`src/rtl/seq_vec_chk_pipe.sv`:
```
// rtl/seq_vec_chk_pipe.sv - delay line carrying vector entries to the compare stage
module seq_vec_chk_pipe #(
    parameter int W     = 8,
    parameter int DEPTH = 2
) (
    input  logic         clk,
    input  logic         rst_n,
    input  logic         flush,
    input  logic [W-1:0] din,
    output logic [W-1:0] dout
);

    logic [W-1:0] stage [DEPTH];

    always_ff @(posedge clk or negedge rst_n) begin
        if (!rst_n) begin
            for (int i = 0; i < DEPTH; i++) stage[i] <= '0;
        end else if (flush) begin
            for (int i = 0; i < DEPTH; i++) stage[i] <= '0;
        end else begin
            stage[0] <= din;
            for (int i = 1; i < DEPTH; i++) stage[i] <= stage[i-1];
        end
    end

    assign dout = stage[DEPTH-1];

endmodule

```
`config.mk`:
```
export PLATFORM = sky130hd
export DESIGN_NAME = seq_vec_chk_pipe
export DESIGN_NICKNAME = d
export VERILOG_FILES = /design/src/rtl/seq_vec_chk_pipe.sv
export SDC_FILE = /design/constraint.sdc
export NUM_CORES = 1
export LEC_CHECK = 0
export ABC_AREA = 1
export CORE_MARGIN = 3
export CORE_UTILIZATION = 43
export CTS_CLUSTER_DIAMETER = 50
export DETAILED_ROUTE_END_ITERATION = 10
export PLACE_DENSITY_LB_ADDON = 0.08
export RECOVER_POWER = 50
export SLEW_MARGIN = 10
export SYNTH_ARGS = -nofsm -noshare
export SYNTH_HDL_FRONTEND = slang
export SYNTH_SLANG_ARGS = --single-unit
```
`constraint.sdc`:
```
create_clock -name clk -period 0.9 [get_ports clk]
set_clock_uncertainty 0.1 [all_clocks]
set_input_delay 0.18 -clock clk [delete_from_list [all_inputs] [get_ports clk]]
set_output_delay 0.18 -clock clk [all_outputs]
set_load 0.1 [all_outputs]
```
==> key figures <==
Detailed routing
  • 1st-iter DRT viols: 5
  • DRT antenna net count: 0
  • Routed WL: between 600 and 700 um
  • Vias per std cell: just under 4
  • Post-DR wirelength/cell: just under 8 um
  • First drt pass iteration count: 2
  • # DRC: 0
  • Vias: approximately 350

Synthesis
  • Sequential share of the synthesized area: about 65%
  • Top cell type's share of synthesized area: 65.2%
  • YS warnings: 0
  • Mapped Cells: a little under 60
  • Netlist cell types: 7
  • Yosys top cell by area: dfrtp_1
  • Mapped Area: ~610 um^2
  • Synthesized flop and latch total: 16
  • Mapped Avg Cell Area: between 10 and 15 um^2
  • Net count after synthesis: 69
  • Synth top area cells: dfrtp_1 (65%), buf_4 (9.8%), inv_1 (9.8%), nor2_1 (7.9%), nor2_2 (3.1%)

Critical path
  • CP Class: reg -> out
  • Reg2reg setup slack: between 200 and 300 ps
  • Critical path's slowest cell: dfrtp_1
  • Crit path DAT: approximately 860 ps
  • Worst endpoint required time: between 600 and 700 ps
  • Worst-path maximum fanout: 1
  • Crit path cell chain: buf_12
  • Crit end category: output port
  • WP buf/inv: 1
  • CP max stage delay: about 410 ps
  • CP startpoint kind: flop
  • Family with the most delay on the worst path: flip-flops

Clock tree
  • Sink Count: 16
  • Clk_lat worst skew: 270 ps
  • Clock Path Buffers: 2
  • TritonCTS clock tree: built
  • Post_cts resized: 0
  • CTS clock-pin slew for the worst setup and hold paths: 80 ps
  • CTS Buf Count: 3
  • CTS root buf: clkbuf_4
  • # H-tree levels: 1
  • Cts-stage hold buffer count: 0
  • Postcts setup bufs: 0

Finish
  • Commonest cells after routing, fill and taps aside: inv_1 (16), dfrtp_1 (16), nor2_1 (13)
  • Share of layout cells above drive strength 1: a little under a quarter
  • Synthesis-to-finish area growth: 38.3%
  • Ant diodes: 0
  • Final #Nets: 85

Outcome
  • Failing checks: negative setup slack
  • Status: finished, violations left

STA
  • Fin worst setup slack: -235 ps
  • Final hold slack: approximately 240 ps
  • Achievable Freq: 881 MHz
  • Final Setup Violations: 8
  • Actual slew at the worst max-slew pin: 372 ps
  • Worst slew margin: ~75%
  • Hold Vio Cnt, Final: 0
  • Final min period: between 1000 and 1500 ps
  • Tcrit/Tclk final: 126%
  • RSZ-0062 raised after global routing: true
  • Slew Viols, Final: 0
  • Setup tns final: -1820 ps

GRT
  • Initial antenna violation count: 0
  • GR Util met3: about 2.5%
  • First-pass GRT wire length: roughly 1200 um
  • GR Util All Layers: a little under a tenth
  • Largest net degree at the start of global routing: 17
  • Gr ovfl total: 0
  • Grt met2 use: 14.5%
  • GRT busiest layer: met2
  • Met1 usage: about a tenth
  • Vias in the first global route: 310

Floorplanning
  • Core Box Area: 0.00132 mm^2
  • Starting Density: 46.6%
  • Die area: approximately 0.0019 mm^2
  • Std-Cell Rows: 13
  • Die Height: 43.8 um
  • Die X: 43.8 um
  • I/O pins: 19

Hold path
  • Hold Crit Class: in -> async

Placement
  • GP Congestion: approximately 0.62
  • PortBufs: 18
  • HPWL Detailed: between 500 and 600 um
  • Place WS: -212 ps

Power and ir drop
  • Max VDD drop: 0.902 mV
  • PD cells: 1620 mW/mm^2
  • Leak: around 0.00044 uW

Flow run
  • Max-cap viol count: 0
## cell type report
cell class	instances	area (um^2)
Tap cell	15	18.8
Timing Repair Buffer	21	280
Clock buffer	3	22.5
Fill cell	100	468
Sequential cell	16	400
Inverter	16	60.1
Multi-Input combinational cell	16	67.6
## cell usage after synthesis
cell type	number
dfrtp_1	16
inv_1	16
nor2_1	13
buf_4	8
nor2_2	3
buf_6	1
buf_8	1
## path summary, 6_finish.rpt
check	start	endpoint	cells past startpoint
hold / removal	rst_n	dout[5]$_DFF_PN0_	2
min in group clk	din[7]	stage[15]$_DFF_PN0_	3
hold reg to reg	stage[14]$_DFF_PN0_	dout[6]$_DFF_PN0_	2
max in group asynchronous	rst_n	stage[12]$_DFF_PN0_	2
setup / recovery	dout[0]$_DFF_PN0_	dout[0]	1
setup reg to reg	stage[13]$_DFF_PN0_	dout[5]$_DFF_PN0_	2
## routing by layer
metal | wire, um | vias to the layer above
met5 | 0 | -
met4 | 12 | 0
met3 | 62 | 2
met2 | 371 | 14
met1 | 236 | 152
li1 | - | 177
## cell families (layout without fill, tap and decap cells)
| family | after synthesis | after routing | share of synthesized area (%) |
|---|---|---|---|
| buffers and inverters | 26 | 40 | 23.8 |
| flip-flops | 16 | 16 | 65.2 |
| AND/OR/NAND/NOR | 16 | 16 | 11.0 |
## state kept, by name (all words and copies together) (netlist names)
signal	cells
dout	8
stage	8
## power by group
part	switching, uW	internal [uW]
logic	154	110
clock network	196	155
registers	15.2	750
## metrics by stage
stage | util, % | total power, uW | cells | cell area (um^2)
2_1_floorplan | - | 943 | 58 | 614
3_3_place_gp | 63.9 | 1050 | 84 | 842
3_5_place_dp | 63.9 | 1060 | 84 | 842
4_1_cts | 65.6 | 1410 | 87 | 865
5_1_grt | 64.5 | 1440 | 87 | 850
6_report | 64.5 | 1380 | 87 | 850
Note: power is estimated with default switching activity, not from simulation.
==> edit, RTL diff (same settings) <==
Set the parameter `DEPTH` to 4 (it was 2).
--- a/src/rtl/seq_vec_chk_pipe.sv
+++ b/src/rtl/seq_vec_chk_pipe.sv
@@ -1,7 +1,7 @@
 // rtl/seq_vec_chk_pipe.sv - delay line carrying vector entries to the compare stage
 module seq_vec_chk_pipe #(
     parameter int W     = 8,
-    parameter int DEPTH = 2
+    parameter int DEPTH = 4
 ) (
     input  logic         clk,
     input  logic         rst_n,
Formal check against the unedited RTL: not equivalent (a bounded check fails within 4 cycles, from zero or initial values and one cycle with rst_n low).
==> edit against the original RTL <==
The flow still finishes with violations (negative setup slack). Total power increased by 83%. Core utilization decreased by 4.1 points. Routed wire length increased by 83%. Combinational power decreased by 21%. Synthesized cell count increased by 84%. Sequential cell count increased by 16. Area after synthesis increased by 85%. Cell area increased by 68%. Setup slack got worse by 41 ps. Largest power group unchanged.
==> edit: results <==
[worst_setup_path]
regToRegStartpoint = stage[12]
cp_data_arrival_time_ps = 900
r2r-end = dout[4]

[sta]
layout_setup_ws_ps = -276
setup_viol = 8
worst_slew_pin_slew_ps = 414
holdWs_ps = 249

[drt]
dr.pass1.iters = 4
drt-total-wl_um = 1250
vias_per_cell = 4.03
drt_iter0_drc = 7
vias = 613

[logic_synthesis]
ys_top_cells_by_count = dfrtp_1, inv_1, nor2_1
synth.distinct_cells = 5
syn_nets = 118
syn-instance-count = 107

[global_route]
track_usage_pct = 9.25
grt_pass1_vias = 536
grt_start_max_net_pins = 33

[clock_network]
cts_buffers = 5
htree_num_levels = 2

[status]
status = finished with violations
failed_checks = negative setup slack

[placement]
gp_congestion = 0.609
post_dp_cell_area_sq_um = 1380
dpl.hpwl_um = 825
dp_slack_ps = -273

[finish]
nFillCells = 182

[pwr]
p_leak_nw = 0.740
ir_worst_vdd_mv = 0.980
## edit: cell count changes in the layout (fill, tap and decap cells not counted), sizes merged
cell | unedited run | this run
dfrtp | 16 | 32
inv | 16 | 32
nor2 | 16 | 32
clkbuf | 4 | 7
clkinv | 0 | 2
buf | 10 | 9
## edit: layout make-up
type                    instances  area share, %
flip-flops and latches         32           56.2
repair buffers                 20           20.2
multi-input cells              32           8.43
inverters                      32           8.43
clock buffers                   6           3.60
well taps                      28           2.46
clock inverters                 2          0.702
## edit: repair_timing
item                       4_1_cts  5_1_grt
setup buffers                    0        0
hold buffers                     0        0
setup endpoints to repair        8        8
gates resized for setup          0        0
## edit: worst max path at each step
| stage | slack (ps) | startpoint | cells past startpoint | to |
|---|---|---|---|---|
| floorplan | 50 | dout[0] | 1 | dout[0] |
| finish | -280 | dout[6] | 1 | dout[6] |
| detailed placement | -270 | flush | 3 | stage[12] |
| global placement | -250 | flush | 3 | stage[31] |
| global route | -330 | dout[0] | 1 | dout[0] |
| CTS | -300 | dout[6] | 1 | dout[6] |
## edit: logic make-up (layout without fill, tap and decap cells)
kind of cell,Yosys count,after routing
buffers and inverters,43,60
flip-flops,32,32
AND/OR/NAND/NOR,32,32
## edit: per-layer routing
metal	share of wire (%)	GRT usage [%]	vias up
li1	-	-	311
met1	38	8.24	271
met2	47	15.0	24
met3	10	4.98	7
met4	3.7	7.95	0
met5	0	0	-
## edit: power breakdown
group	switching, mW	leakage (nW)	total (mW)	internal (mW)
combinational	0.119	0.271	0.207	0.0880
clock	0.445	0.0380	0.816	0.371
sequential	0.0150	0.431	1.50	1.48
## edit: worst register-to-register path: stages (launching register included)
cell     delay [ps]
dfrtp_1         380
inv_1            50
nor2_1           30
